<file path="src/rtl/ifetch_pkg.sv">
// +-----------------------------------------------------------------------------+
// | ifetch_pkg: shared types and constants for the instruction-fetch unit.      |
// | Rev 1.0                                                                     |
// +-----------------------------------------------------------------------------+
`default_nettype none

package ifetch_pkg;

  localparam int XLEN = 32;

  typedef enum logic [1:0] {
    BOOT  = 2'd0,
    RUN   = 2'd1,
    FLUSH = 2'd2
  } fetch_state_e;

  typedef struct packed {
    logic [XLEN-1:0] pc;
    logic [XLEN-1:0] inst;
  } fetch_entry_t;

  localparam logic [XLEN-1:0] INSN_NOP = 32'h0000_0013;
  localparam int              PC_STEP  = 4;

endpackage

`default_nettype wire

</file>
<file path="src/rtl/ifetch_unit_fifo.sv">
// +-----------------------------------------------------------------------------+
// | fetch_fifo: synchronous FIFO of fetch entries with flush, count and flags.  |
// | Rev 1.0                                                                     |
// +-----------------------------------------------------------------------------+
`default_nettype none

module fetch_fifo
  import ifetch_pkg::*;
#(
  parameter int DEPTH = 2,
  localparam int CW   = $clog2(DEPTH + 1)
) (
  input  logic         clk,
  input  logic         rst_n,
  input  logic         push,
  input  logic         pop,
  input  logic         flush,
  input  fetch_entry_t wdata,
  output fetch_entry_t rdata,
  output logic [CW-1:0] count,
  output logic         empty,
  output logic         full
);

  localparam int AW = $clog2(DEPTH);

  fetch_entry_t  r_mem [DEPTH];
  logic [AW-1:0] r_rd_ptr;
  logic [AW-1:0] r_wr_ptr;
  logic [CW-1:0] r_count;
  logic          w_push;
  logic          w_pop;

  // A push into a full FIFO is only legal when a pop frees the slot in the same cycle.
  assign w_pop  = pop && !empty;
  assign w_push = push && (!full || w_pop);

  always_ff @(posedge clk or negedge rst_n) begin
    if (!rst_n) begin
      r_rd_ptr <= '0;
      r_wr_ptr <= '0;
      r_count  <= '0;
    end else if (flush) begin
      r_rd_ptr <= '0;
      r_wr_ptr <= '0;
      r_count  <= '0;
    end else begin
      if (w_push) r_wr_ptr <= r_wr_ptr + AW'(1);
      if (w_pop)  r_rd_ptr <= r_rd_ptr + AW'(1);
      r_count <= r_count + CW'(w_push) - CW'(w_pop);
    end
  end

  always_ff @(posedge clk) begin
    if (w_push && !flush) r_mem[r_wr_ptr] <= wdata;
  end

  assign rdata = r_mem[r_rd_ptr];
  assign count = r_count;
  assign empty = (r_count == '0);
  assign full  = (r_count == CW'(DEPTH));

endmodule

`default_nettype wire

</file>
<file path="src/rtl/ifetch_unit.sv">
// +-----------------------------------------------------------------------------+
// | ifetch_unit: credit-limited in-order instruction fetch with redirect flush. |
// | Optional macro IFETCH_PERF_EN enables delivered/stall performance counters. |
// | Rev 1.0                                                                     |
// +-----------------------------------------------------------------------------+
`default_nettype none

module ifetch_unit
  import ifetch_pkg::*;
#(
  parameter int               WIDTH           = XLEN,
  parameter logic [WIDTH-1:0] RESET_PC        = '0,
  parameter int               FIFO_DEPTH      = 2,
  parameter int               MAX_OUTSTANDING = 2
) (
  input  logic             clk,
  input  logic             rst_n,
  output logic             imem_req_valid,
  input  logic             imem_req_ready,
  output logic [WIDTH-3:0] imem_addr,
  input  logic             imem_rsp_valid,
  input  logic [WIDTH-1:0] imem_rsp_data,
  input  logic             redirect_valid,
  input  logic [WIDTH-1:0] redirect_pc,
  output logic             inst_valid,
  input  logic             inst_ready,
  output logic [WIDTH-1:0] inst_data,
  output logic [WIDTH-1:0] inst_pc,
  output logic [31:0]      perf_fetched,
  output logic [31:0]      perf_stall
);

  localparam int OW = $clog2(MAX_OUTSTANDING + 1);
  localparam int CW = $clog2(FIFO_DEPTH + 1);

  fetch_state_e   r_state;
  logic [WIDTH-1:0] r_pc;
  logic [WIDTH-1:0] r_rsp_pc;
  logic [OW-1:0]  r_outstanding;

  logic [CW-1:0]  w_fifo_count;
  logic           w_fifo_empty;
  logic           w_fifo_full;
  fetch_entry_t   w_head;
  fetch_entry_t   w_wentry;
  logic           w_req_fire;
  logic           w_rsp_ok;
  logic           w_push;
  logic           w_pop;
  logic [OW-1:0]  w_out_next;
  logic [WIDTH-1:0] w_redir_pc;

  assign imem_req_valid = (r_state == RUN) && !redirect_valid
                       && ((32'(r_outstanding) + 32'(w_fifo_count)) < 32'(FIFO_DEPTH))
                       && (32'(r_outstanding) < 32'(MAX_OUTSTANDING));
  assign imem_addr      = r_pc[WIDTH-1:2];

  assign w_req_fire = imem_req_valid && imem_req_ready;
  // A zero-latency memory answers in the acceptance cycle, so that request counts as in flight.
  assign w_rsp_ok   = imem_rsp_valid && ((r_outstanding != '0) || w_req_fire);
  assign w_out_next = r_outstanding + OW'(w_req_fire) - OW'(w_rsp_ok);
  assign w_redir_pc = {redirect_pc[WIDTH-1:2], 2'b00};

  assign w_push        = (r_state == RUN) && !redirect_valid && w_rsp_ok;
  assign w_pop         = inst_valid && inst_ready;
  assign w_wentry.pc   = r_rsp_pc;
  assign w_wentry.inst = imem_rsp_data;

  always_ff @(posedge clk or negedge rst_n) begin
    if (!rst_n) begin
      r_state       <= BOOT;
      r_pc          <= RESET_PC;
      r_rsp_pc      <= RESET_PC;
      r_outstanding <= '0;
    end else begin
      r_outstanding <= w_out_next;
      unique case (r_state)
        BOOT: begin
          r_state <= RUN;
          if (redirect_valid) begin
            r_pc     <= w_redir_pc;
            r_rsp_pc <= w_redir_pc;
          end
        end
        RUN, FLUSH: begin
          if (redirect_valid) begin
            r_pc     <= w_redir_pc;
            r_rsp_pc <= w_redir_pc;
            r_state  <= (w_out_next != '0) ? FLUSH : RUN;
          end else if (r_state == RUN) begin
            if (w_req_fire) r_pc     <= r_pc + WIDTH'(PC_STEP);
            if (w_rsp_ok)   r_rsp_pc <= r_rsp_pc + WIDTH'(PC_STEP);
          end else if (w_out_next == '0) begin
            r_state <= RUN;
          end
        end
        default: r_state <= BOOT;
      endcase
    end
  end

  fetch_fifo #(.DEPTH(FIFO_DEPTH)) u_fifo (
    .clk   (clk),
    .rst_n (rst_n),
    .push  (w_push),
    .pop   (w_pop),
    .flush (redirect_valid),
    .wdata (w_wentry),
    .rdata (w_head),
    .count (w_fifo_count),
    .empty (w_fifo_empty),
    .full  (w_fifo_full)
  );

  assign inst_valid = !w_fifo_empty;
  assign inst_data  = w_fifo_empty ? '0 : w_head.inst;
  assign inst_pc    = w_fifo_empty ? '0 : w_head.pc;

`ifdef IFETCH_PERF_EN
  logic [31:0] r_perf_fetched;
  logic [31:0] r_perf_stall;

  always_ff @(posedge clk or negedge rst_n) begin
    if (!rst_n) begin
      r_perf_fetched <= '0;
      r_perf_stall   <= '0;
    end else begin
      if (w_pop)                    r_perf_fetched <= r_perf_fetched + 32'd1;
      if (inst_ready && !inst_valid) r_perf_stall   <= r_perf_stall + 32'd1;
    end
  end

  assign perf_fetched = r_perf_fetched;
  assign perf_stall   = r_perf_stall;
`else
  assign perf_fetched = '0;
  assign perf_stall   = '0;
`endif

  a_rsp_expected: assert property (@(posedge clk) disable iff (!rst_n)
    imem_rsp_valid |-> ((r_outstanding != '0) || w_req_fire));

  a_fifo_no_overflow: assert property (@(posedge clk) disable iff (!rst_n)
    w_push |-> (!w_fifo_full || w_pop));

endmodule

`default_nettype wire
</file>
<file path="config.mk">
export PLATFORM = sky130hd
export DESIGN_NAME = ifetch_unit
export DESIGN_NICKNAME = d
export VERILOG_FILES = /design/src/rtl/ifetch_pkg.sv /design/src/rtl/ifetch_unit_fifo.sv /design/src/rtl/ifetch_unit.sv
export SDC_FILE = /design/constraint.sdc
export NUM_CORES = 1
export LEC_CHECK = 0
export BUFFER_PORTS_ARGS = -buffer_cell sky130_fd_sc_hd__clkbuf_2
export CORE_MARGIN = 8
export CORE_UTILIZATION = 54
export CTS_CLUSTER_DIAMETER = 60
export CTS_CLUSTER_SIZE = 8
export DETAILED_ROUTE_END_ITERATION = 8
export PLACE_DENSITY = 0.83
export SYNTH_ARGS = -nofsm -noshare
export SYNTH_HDL_FRONTEND = slang
export SYNTH_SLANG_ARGS = --single-unit
</file>
<file path="constraint.sdc">
create_clock -name clk -period 5.7 [get_ports clk]
set_clock_uncertainty 0.15 [all_clocks]
set_input_delay 0.285 -clock clk [delete_from_list [all_inputs] [get_ports clk]]
set_output_delay 0.285 -clock clk [all_outputs]
set_load 0.1 [all_outputs]
</file>
==> results.md, run 1 <==
STA:
- The final count of negative-setup-slack endpoints is 0.
- Timing would allow up to about 0.26 GHz.
- Once routing completed, OpenROAD measured the worst setup slack at 1.88 ns.
- The final count of hold timing violations is 0.
- Setup repair after global routing left no endpoint under its margin.
- The final clock period utilization by the worst path is 0.670.
- The number of slew-limit violations in the final report is 0.
- The actual transition at the worst max-transition pin is roughly 1.1 ns.
- In this run the tightest slew margin relative to its limit is 0.283.
- Adding up every negative setup slack in the final design gives 0 ns.
- The worst path in the final design needs a cycle of about 3.8 ns, including I/O delays and setup.

Die:
- The overall die height is 149 um.
- In this run the horizontal extent of the chip is around 150 um.
- The overall die area is 22100 um2.
- The boundary pin count is 230.
- The starting density of the core is 0.551.
- Row generation in the floorplan step produced 48 rows.
- The core region area is around 17000 um2.

Yosys:
- Yosys mapped a number of flops with a built-in enable equal to 124.
- After technology mapping, the gate count stands at 854.
- Yosys printed 0 warnings.
- The predominant post-synthesis flop cell is sky130_fd_sc_hd__edfxtp_1.
- Synthesis inferred 192 register bits.
- The top cell type by total area after synthesis is sky130_fd_sc_hd__edfxtp_1.
- The share of synthesized area in the top cell type comes to 0.392.
- The average cell area after synthesis is 11.1 um2.
- By area the synthesized netlist is led by sky130_fd_sc_hd__edfxtp_1 (39%), sky130_fd_sc_hd__dfrtp_1 (18%), sky130_fd_sc_hd__mux2i_1 (6.6%), sky130_fd_sc_hd__buf_4 (5.2%), sky130_fd_sc_hd__nor2_1 (4.6%).
- The netlist area before placement is 9500 um2.
- The fraction of registers with async set or reset after synthesis is 0.354.
- The number of distinct library cell variants in the gate-level netlist after synthesis is 55.
- The part of the Yosys area used for sequential elements is 0.571.

Placement:
- The global placement routability congestion is 0.879.
- The detailed placement HPWL is 15100 um.
- Timing analysis after detailed placement gives a worst setup slack of 1.84 ns.
- The port buffer count is roughly 160.

Detailed routing:
- The antenna violation net count after detailed routing is 0.
- After detailed routing, the number of vias per cell comes to 5.75.
- Dividing the detail-routed wire length by the instance count gives 17.8 um.
- After detailed routing, the total wire length is 22600 um.
- The total via count after detailed routing is just over 7000.
- For this run, the detailed router's first-pass iteration total came to 8.
- In this run, the number of DRC markers left after iteration 0 of detailed routing was 706.
- For this run, design rule violations remaining after detail routing come to 0.

Critical path:
- The highest cell delay on the worst timing path is a little over 0.8 ns.
- The maximum fanout along the worst path is 40.
- At the worst endpoint, the arrival time is between 3 and 4 ns.
- The type of the setup path with the least slack is reg2reg.
- Traced cell by cell, the critical path runs through and2_1, fa_1, or4b_4, nor2_1, o31a_1, and3_2, buf_4.
- The worst setup path is launched from a flip-flop.
- The slowest stage of the critical path belongs to the cell sky130_fd_sc_hd__and3_2.
- Data on the critical path is required at its endpoint by 5.65 ns.
- The worst setup path is captured at a flip-flop.

Finish:
- The repair_antennas step left the layout with diodes totalling 0.
- In the final layout, the share of cells above drive strength 1 is 0.207.
- The net count of the finished layout is approximately 1100.
- The fill cell instance count of the final layout is 1312.
- The post-synthesis to final-layout area growth is 18.2%.

Clocking:
- Clock tree synthesis selected as its root buffer the cell sky130_fd_sc_hd__clkbuf_16.
- For this design, the CTS-stage hold fixing added 37 buffers.
- The longest clock path from root to sink contains 2 buffers.
- The clock slew at the register clock pins of the worst setup and hold paths is 0.07 ns.
- The total clock sinks is roughly 190.
- The clock latency at the later pin of the worst-skew pair is 0.42 ns.
- After clock tree synthesis, the repair step resized 0 gates.
- The H-tree depth is 4.
- The TritonCTS clock tree is done.
- The number of setup buffers added after CTS is 0.
- The number of clock buffers added by TritonCTS is 17.

Global routing:
- The initial antenna violation count is 0.
- The first global-routing pass estimated 36300 um of wire.
- The largest net degree at the start of global routing is 101.
- For this run, the total global-route usage over all layers was measured as 0.203.
- The number of global-route vias before repair was 7024.
- The total global routing overflow is 0.

Min path:
- The min-delay analysis places its worst path in the category in2reg.

Run status:
- The flow ran to the end, and the final reports show no timing, DRC or antenna violations.

Job:
- Max-cap violations in this run came to 0.
[sequential cells by signal, summed over array words and instances, names as in the netlist]
register	cells
r_outstanding	2
r_state	2
u_fifo.r_wr_ptr	1
u_fifo.r_mem	124
r_rsp_pc	30
u_fifo.r_rd_ptr	1
r_pc	30
u_fifo.count	2
[routing by layer]
layer	vias to the layer above	track usage	wire length (um)
met5	-	0	0
met1	3499	0.283	9890
met3	20	0.0498	1930
li1	3390	-	-
met2	368	0.313	10500
met4	0	0.0510	233
[final timing paths]
path / start / end / slack, ns / depth (start not counted)
max: r_outstanding[0] / u_fifo.r_mem[1][25] / 1.88 / 7
max reg2reg: r_outstanding[0] / u_fifo.r_mem[1][25] / 1.88 / 7
min in group asynchronous: rst_n / r_state[1] / 0.44 / 3
max in group asynchronous: rst_n / u_fifo.r_rd_ptr / 4.27 / 3
min: redirect_pc[20] / r_pc[20] / 0.05 / 3
min reg2reg: r_pc[31] / r_pc[31] / 0.35 / 1
[cells in the final DEF, fill, tap and decap left out, types with 5 or more instances in the layout]
cell type and n:
sky130_fd_sc_hd__o22a_1 20, sky130_fd_sc_hd__dfrtp_1 67, sky130_fd_sc_hd__buf_4 9, sky130_fd_sc_hd__nand3_1 32, sky130_fd_sc_hd__clkbuf_2 161, sky130_fd_sc_hd__a21oi_1 53
sky130_fd_sc_hd__ha_1 9, sky130_fd_sc_hd__a41oi_1 5, sky130_fd_sc_hd__clkbuf_16 17, sky130_fd_sc_hd__a31o_2 5, sky130_fd_sc_hd__conb_1 66, sky130_fd_sc_hd__and3_1 13
sky130_fd_sc_hd__nor3_1 5, sky130_fd_sc_hd__or3_1 5, sky130_fd_sc_hd__edfxtp_1 124, sky130_fd_sc_hd__a31oi_1 10, sky130_fd_sc_hd__nand4_1 16, sky130_fd_sc_hd__a211oi_1 7
sky130_fd_sc_hd__nand2b_1 5, sky130_fd_sc_hd__o22ai_1 12, sky130_fd_sc_hd__mux2i_1 63, sky130_fd_sc_hd__a2bb2oi_1 13, sky130_fd_sc_hd__nand2_1 39, sky130_fd_sc_hd__and4_1 7
sky130_fd_sc_hd__nor2_1 115, sky130_fd_sc_hd__inv_1 19, sky130_fd_sc_hd__o21ai_0 25, sky130_fd_sc_hd__and2_1 10, sky130_fd_sc_hd__dlygate4sd3_1 37
[kinds of logic after synthesis]
| kind of cell | after synthesis | share of synthesized area |
|---|---|---|
| xor+xnor | 6 | 0.00553 |
| buf+inv | 135 | 0.0802 |
| simple gates | 265 | 0.134 |
| flops | 192 | 0.571 |
| mux | 63 | 0.0664 |
| fa+ha+maj | 10 | 0.0140 |
| other cells | 1 | 0.000395 |
| compound gates | 182 | 0.129 |
[final cells by class]
class                           instances  area [um2]  area share
Multi-Input combinational cell        592        3590       0.320
Clock buffer                           17         425      0.0379
Sequential cell                       192        5430       0.483
Clock inverter                         14         189      0.0168
Tap cell                              225         282      0.0251
Timing Repair Buffer                  207        1240       0.111
Inverter                               19        71.3     0.00635
[stage by stage]
| step | std cells | util | hold WS, ns | cell area (um2) |
|---|---|---|---|---|
| 3_3_place_gp | 1198 | 0.594 | 0.324 | 10200 |
| 5_1_grt | 1266 | 0.652 | 0.0488 | 11200 |
| 3_5_place_dp | 1198 | 0.594 | 0.329 | 10200 |
| 6_report | 1266 | 0.652 | 0.0481 | 11200 |
| 4_1_cts | 1266 | 0.652 | 0.0237 | 11200 |
| 2_1_floorplan | 919 | - | -0.161 | 9740 |
[synth_stat cells, types with 10 or more instances]
cell type                     n
sky130_fd_sc_hd__clkbuf_1    36
sky130_fd_sc_hd__and3_1      14
sky130_fd_sc_hd__nand2_1     39
sky130_fd_sc_hd__inv_1       19
sky130_fd_sc_hd__mux2i_1     63
sky130_fd_sc_hd__nor2_1     117
sky130_fd_sc_hd__o22a_1      20
sky130_fd_sc_hd__nand3_1     32
sky130_fd_sc_hd__a21oi_1     53
sky130_fd_sc_hd__a2bb2oi_1   13
sky130_fd_sc_hd__o21ai_0     25
sky130_fd_sc_hd__buf_4       66
sky130_fd_sc_hd__edfxtp_1   124
sky130_fd_sc_hd__dfrtp_1     68
sky130_fd_sc_hd__a31oi_1     10
sky130_fd_sc_hd__nand4_1     16
sky130_fd_sc_hd__and2_1      10
sky130_fd_sc_hd__o22ai_1     12
[worst max-delay path: cells and delay by family, from the launching register on]
family          cells  cell delay, ns
flops               1            0.43
fa+ha+maj           1            0.45
simple gates        4            1.82
compound gates      1            0.18
buf+inv             1            0.44
Power of run 1 is not shown: default switching activity piles up to over one toggle a cycle in this logic, so the estimate is an artifact.
==> run 2, diff against run 1 <==
==> constraint.sdc (replaced) <==
create_clock -name clk -period 3.8 [get_ports clk]
set_clock_uncertainty 0.15 [all_clocks]
set_input_delay 0.19 -clock clk [delete_from_list [all_inputs] [get_ports clk]]
set_output_delay 0.19 -clock clk [all_outputs]
set_load 0.1 [all_outputs]
==> results.md, run 2 (synthesis results as in run 1) <==
Run status:
- Status: finished, final reports clean (unchanged).

Global routing:
- The largest net degree at the start of global routing is 101 (unchanged).
- The number of global-route vias before repair is 7108 (was 7024).
- The global-route wire length before repair is 37400 um (was 36300 um).
- The total global routing overflow is 0 (unchanged).
- The initial antenna violation count is 0 (unchanged).
- The total track usage is 0.210 (was 0.203).

Detailed routing:
- The first-pass iteration count of the detailed router is 6 (was 8).
- The detailed-route vias per instance is 5.68 (was 5.75).
- The number of design-rule violations left by the first detailed-router iteration is 639 (was 706).
- The wire length per cell is 18.0 um (was 17.8 um).
- The post-detailed-route DRC marker count is 0 (unchanged).
- The antenna violation net count after detailed routing is 0 (unchanged).
- The total routed wirelength is 23200 um (was 22600 um).
- The total via count after detailed routing was 7311 (was 7277).

Job:
- The max-cap violation count came to 0 (unchanged).

Clocking:
- The number of setup buffers added after CTS was 0 (unchanged).
- The count of hold-fix buffers inserted at cts is 53 (was 37).
- The total clock sinks is 192 (unchanged).
- The number of buffers created by CTS is 17 (unchanged).
- The count of cells resized by post-cts repair is 0 (unchanged).
- The maximum clock path buffer count came to 2 (unchanged).
- The TritonCTS clock tree is done (unchanged).
- The clock latency at the later pin of the worst-skew pair is 0.42 ns (about the same).
- The clock slew at the register clock pins of the worst setup and hold paths is 0.07 ns (about the same).
- The root buffer cell is sky130_fd_sc_hd__clkbuf_16 (unchanged).
- The H-tree depth is 4 (unchanged).

Critical path:
- The signal arrival time at the worst endpoint is 3.72 ns (was 3.77 ns).
- The highest cell delay on the worst timing path came to 0.58 ns (was 0.82 ns).
- The slowest cell on the critical path is sky130_fd_sc_hd__or4b_4 (was sky130_fd_sc_hd__and3_2).
- The kind of start point of the critical path was a flip-flop (unchanged).
- Critical path, cell by cell: and2_1, fa_1, or4b_4, nor2_1, o31a_1, ha_1, inv_1, ha_1, xnor2_1, xnor2_1, o21ai_0, a21oi_1, o31ai_1 (was and2_1, fa_1, or4b_4, nor2_1, o31a_1, and3_2, buf_4).
- The data required time of the worst path is 3.97 ns (was 5.65 ns).
- The type of the setup path with the least slack is reg2reg (unchanged).
- The maximum fanout along the worst path is 5 (was 40).
- The kind of capture point of the worst setup path is a flip-flop (unchanged).

Finish:
- The area of the multi-input gates was 3600 um2 (was 3590 um2).
- The post-route cell area is 11500 um2 (was 11200 um2).
- Commonest cells after routing, fill and taps aside: sky130_fd_sc_hd__clkbuf_2 (161), sky130_fd_sc_hd__edfxtp_1 (124), sky130_fd_sc_hd__nor2_1 (114), sky130_fd_sc_hd__dfrtp_1 (67), sky130_fd_sc_hd__conb_1 (66) (was sky130_fd_sc_hd__clkbuf_2 (161), sky130_fd_sc_hd__edfxtp_1 (124), sky130_fd_sc_hd__nor2_1 (115), sky130_fd_sc_hd__dfrtp_1 (67), sky130_fd_sc_hd__conb_1 (66)).
- The count of nets after finishing is 1129 (was 1109).
- The flip-flop count of the largest register, all copies and words added is 124 (unchanged).
- The number of inserted diodes is 0 (unchanged).
- The fill cell instance count of the final layout came to 1327 (was 1312).
- Largest registers: u_fifo.r_mem: 124 flops, r_pc: 30 flops, r_rsp_pc: 30 flops (unchanged).
- The post-synthesis to final-layout area growth is 20.6% (was 18.2%).
- The count of non-filler cells in the finished layout is 1287 (was 1266).
- The fraction of layout instances using a drive strength above 1 is 0.208 (was 0.207).
- The register cell area after layout is 5430 um2 (unchanged).
- The register ranked first by flip-flop count is u_fifo.r_mem (unchanged).
- The share of the core filled with cells is 0.665 (was 0.652).
- The leading cell type in the layout, fill and taps excluded is sky130_fd_sc_hd__clkbuf_2 (unchanged).

Placement:
- The placed instance count is 1202 (was 1198).
- The global placement routability congestion is 0.892 (was 0.879).
- The port buffer count is 161 (unchanged).
- The total placed instance area was 10300 um2 (was 10200 um2).
- The detailed placement HPWL is 15600 um (was 15100 um).

STA:
- Unrepaired setup endpoints after global routing: false (unchanged).
- The maximum clock rate is 0.281 GHz (was 0.262 GHz).
- The post-route minimum period is 3.56 ns (was 3.82 ns).
- The remaining max-slew budget at the tightest pin was 0.369 (was 0.283).
- The final count of hold timing violations is 0 (unchanged).
- The final clock period utilization by the worst path is 0.936 (was 0.670).
- The number of slew-limit violations in the final report came to 0 (unchanged).
- The final count of negative-setup-slack endpoints is 0 (unchanged).
- The actual transition at the worst max-transition pin is 0.934 ns (was 1.07 ns).
- The accumulated negative setup slack is 0 ns (unchanged).

Min path:
- The worst hold path class was in2reg (unchanged).

Die:
- The boundary pin count was 230 (unchanged).
- The die outline width was 149 um (unchanged).
- The core region area is 17200 um2 (unchanged).
- The starting density of the core is 0.551 (unchanged).
- The overall die area is 22100 um2 (unchanged).
- The row count is 48 (unchanged).
- The overall die height came to 149 um (unchanged).
run 2: changes by cell type in the layout (fill, tap and decap cells not counted), moves of 2 or more:
cell / previous run / this run
sky130_fd_sc_hd__clkinv_4: 3 / 1
sky130_fd_sc_hd__dlygate4sd3_1: 37 / 53
sky130_fd_sc_hd__clkinvlp_4: 1 / 4
sky130_fd_sc_hd__clkbuf_1: 0 / 2
sky130_fd_sc_hd__buf_12: 0 / 4
sky130_fd_sc_hd__clkinv_1: 2 / 0
run 2: metal layers:
metal,routed length (um),up-vias,track usage
met5,0,-,0
met4,280,0,0.0581
met3,2080,26,0.0477
met2,11200,370,0.338
met1,9640,3497,0.280
li1,-,3418,-
run 2: metrics by stage:
stage	setup WS [ns]	hold slack, ns
2_1_floorplan	0.155	-0.256
3_3_place_gp	0.386	0.204
3_5_place_dp	0.301	0.216
4_1_cts	0.288	0.0178
5_1_grt	0.0406	0.0588
6_report	0.245	0.0317
run 2: critical path: cells and delay by family, from the launching register on:
kind | cells | cell delay (ns)
compound gates | 4 | 0.56
simple gates | 3 | 1.03
xor+xnor | 2 | 0.39
flops | 1 | 0.43
buf+inv | 1 | 0.06
fa+ha+maj | 3 | 0.82
run 2: path summary, 6_finish.rpt:
| path | endpoint | slack (ns) | from | cells past startpoint |
|---|---|---|---|---|
| min in group asynchronous | u_fifo.count[0] | 0.28 | rst_n | 2 |
| min | r_rsp_pc[8] | 0.03 | redirect_pc[8] | 4 |
| max reg2reg | r_state[0] | 0.24 | r_outstanding[0] | 13 |
| min reg2reg | r_pc[31] | 0.37 | r_pc[31] | 1 |
| max | r_state[0] | 0.24 | r_outstanding[0] | 13 |
| max in group asynchronous | r_rsp_pc[16] | 2.37 | rst_n | 3 |
run 2: final cells by class:
type | instances | area share
inverter | 19 | 0.00622
multi-input combinational | 592 | 0.314
sequential | 192 | 0.474
tap | 225 | 0.0246
clock buffer | 19 | 0.0378
clock inverter | 13 | 0.0141
timing repair buffer | 227 | 0.130
Power of run 2 is left out for the same reason.
==> run 3, diff against run 2 <==
--- a/config.mk
+++ b/config.mk
@@ -12,6 +12,7 @@
 export CTS_CLUSTER_SIZE = 8
 export DETAILED_ROUTE_END_ITERATION = 8
 export PLACE_DENSITY = 0.83
+export REMOVE_ABC_BUFFERS = 1
 export SYNTH_ARGS = -nofsm -noshare
 export SYNTH_HDL_FRONTEND = slang
 export SYNTH_SLANG_ARGS = --single-unit
==> results.md, run 3 (synthesis results as in run 1) <==
Run status:
- Status: finished, final reports clean (unchanged).

Min path:
- The worst hold path class is in2reg (unchanged).
- The number of cells on the worst hold path is 5 (was 4).

Placement:
- The port buffer count is 161 (unchanged).
- The detailed placement HPWL is 15300 um (was 15600 um).
- The global placement routability congestion is 0.902 (was 0.892).

STA:
- The actual transition at the worst max-transition pin is 1.03 ns (was 0.934 ns).
- The final clock period utilization by the worst path is 0.924 (was 0.936).
- The number of slew-limit violations in the final report is 0 (unchanged).
- The final count of hold timing violations is 0 (unchanged).
- The final count of negative-setup-slack endpoints is 0 (unchanged).
- The remaining max-slew budget at the tightest pin is 0.305 (was 0.369).
- The worst hold-check slack was 0.0265 ns (was 0.0317 ns).
- The post-route minimum period is 3.51 ns (was 3.56 ns).
- Unrepaired setup endpoints after global routing: false (unchanged).
- The maximum clock rate is 0.285 GHz (was 0.281 GHz).

Finish:
- The leading cell type in the layout, fill and taps excluded is sky130_fd_sc_hd__clkbuf_2 (unchanged).
- Commonest cells after routing, fill and taps aside: sky130_fd_sc_hd__clkbuf_2 (161), sky130_fd_sc_hd__edfxtp_1 (124), sky130_fd_sc_hd__nor2_1 (115), sky130_fd_sc_hd__dfrtp_1 (67), sky130_fd_sc_hd__conb_1 (66) (was sky130_fd_sc_hd__clkbuf_2 (161), sky130_fd_sc_hd__edfxtp_1 (124), sky130_fd_sc_hd__nor2_1 (114), sky130_fd_sc_hd__dfrtp_1 (67), sky130_fd_sc_hd__conb_1 (66)).
- The number of inserted diodes is 0 (unchanged).
- Largest registers: u_fifo.r_mem: 124 flops, r_pc: 30 flops, r_rsp_pc: 30 flops (unchanged).
- The fraction of layout instances using a drive strength above 1 is 0.204 (was 0.208).
- The flip-flop count of the largest register, all copies and words added is 124 (unchanged).
- The fill cell instance count of the final layout is 1287 (was 1327).
- The post-synthesis to final-layout area growth came to 19.5% (was 20.6%).
- The register ranked first by flip-flop count is u_fifo.r_mem (unchanged).
- The count of nets after finishing is 1128 (was 1129).

Die:
- The overall die area came to 22100 um2 (unchanged).
- The die outline width came to 149 um (unchanged).
- The row count is 48 (unchanged).
- The boundary pin count is 230 (unchanged).
- The starting density of the core is 0.551 (unchanged).
- The core region area is 17200 um2 (unchanged).
- The overall die height came to 149 um (unchanged).

Detailed routing:
- The antenna violation net count after detailed routing was 0 (unchanged).
- The wire length per cell came to 17.7 um (was 18.0 um).
- The post-detailed-route DRC marker count came to 0 (unchanged).
- The total via count after detailed routing is 7325 (was 7311).
- The detailed-route vias per instance is 5.70 (was 5.68).
- The first-pass iteration count of the detailed router is 5 (was 6).
- The total routed wirelength is 22800 um (was 23200 um).
- The number of design-rule violations left by the first detailed-router iteration is 502 (was 639).

Global routing:
- The largest net degree at the start of global routing came to 101 (unchanged).
- The number of global-route vias before repair is 7134 (was 7108).
- The total track usage is 0.204 (was 0.210).
- The global-route wire length before repair is 36300 um (was 37400 um).
- The total global routing overflow is 0 (unchanged).
- The initial antenna violation count came to 0 (unchanged).

Critical path:
- The logic depth of the worst register-to-register path came to 13 (unchanged).
- The highest cell delay on the worst timing path is 0.56 ns (was 0.58 ns).
- The signal arrival time at the worst endpoint came to 3.67 ns (was 3.72 ns).
- The slowest cell on the critical path is sky130_fd_sc_hd__or4b_4 (unchanged).
- Critical path, cell by cell: and2_1, fa_1, or4b_4, nor2_1, o31a_1, ha_1, inv_1, ha_1, xnor2_1, xnor2_1, o21ai_0, a21oi_1, o31ai_1 (unchanged).
- The kind of start point of the critical path is a flip-flop (unchanged).
- The maximum fanout along the worst path came to 5 (unchanged).
- The kind of capture point of the worst setup path was a flip-flop (unchanged).
- The type of the setup path with the least slack was reg2reg (unchanged).
- The data required time of the worst path is 3.96 ns (was 3.97 ns).

Clocking:
- The clock latency at the later pin of the worst-skew pair is 0.42 ns (about the same).
- The maximum clock path buffer count is 2 (unchanged).
- The H-tree depth came to 4 (unchanged).
- The total clock sinks is 192 (unchanged).
- The number of buffers created by CTS was 17 (unchanged).
- The TritonCTS clock tree is done (unchanged).
- The clock slew at the register clock pins of the worst setup and hold paths is 0.06 ns (was 0.07 ns).
- The root buffer cell is sky130_fd_sc_hd__clkbuf_16 (unchanged).

Job:
- The max-cap violation count is 0 (unchanged).
-- run 3: cell types whose count changed in the layout (fill, tap and decap cells not counted), moves of 2 or more --
cell / previous run / this run
sky130_fd_sc_hd__bufinv_16: 3 / 0
sky130_fd_sc_hd__clkinv_4: 1 / 3
sky130_fd_sc_hd__inv_6: 2 / 0
sky130_fd_sc_hd__clkinv_2: 1 / 4
sky130_fd_sc_hd__clkinv_1: 0 / 4
sky130_fd_sc_hd__clkinvlp_4: 4 / 1
-- run 3: worst max-delay path: cells and delay by family, from the launching register on --
kind	cells	cell delay, ns
simple gates	3	0.99
fa+ha+maj	3	0.82
compound gates	4	0.57
flops	1	0.42
xor+xnor	2	0.39
buf+inv	1	0.06
-- run 3: layout make-up --
type                    instances  area [um2]  area share
clock buffers                  19         433      0.0381
well taps                     225         282      0.0248
multi-input cells             592        3590       0.316
repair buffers                226        1470       0.130
inverters                      19        71.3     0.00628
clock inverters                13        73.8     0.00650
flip-flops and latches        192        5430       0.478
-- run 3: final timing paths --
kind	to	slack, ns	startpoint
worst max-delay path	r_state[0]	0.29	r_outstanding[0]
worst min-delay path	u_fifo.r_rd_ptr	0.03	inst_ready
worst max register to register	r_state[0]	0.29	r_outstanding[0]
worst min register to register	r_pc[31]	0.36	r_pc[31]
max in group asynchronous	u_fifo.r_rd_ptr	2.50	rst_n
min in group asynchronous	u_fifo.r_wr_ptr	0.36	rst_n
-- run 3: metal layers --
metal,vias up,global-route usage,routed length [um]
met5,-,0,0
met2,326,0.336,11000
met3,40,0.0517,1910
met1,3529,0.255,9370
met4,0,0.0775,480
li1,3430,-,-
-- run 3: per-stage QoR --
step	setup TNS [ns]	instance area (um2)	std cells	util	setup slack (ns)
floorplan	-191.75	9050	803	-	-2.16
global placement	0	10300	1202	0.599	0.418
detailed placement	0	10300	1202	0.599	0.319
CTS	0	11400	1286	0.659	0.300
global route	0	11400	1286	0.659	0.0456
finish	0	11400	1286	0.659	0.289
-- run 3: timing repair --
item	4_1_cts	5_1_grt
hold buffers	52	0
resized for setup	0	0
endpoints found under the hold margin	162	0
buffers inserted	0	0
Power of run 3 is left out for the same reason.
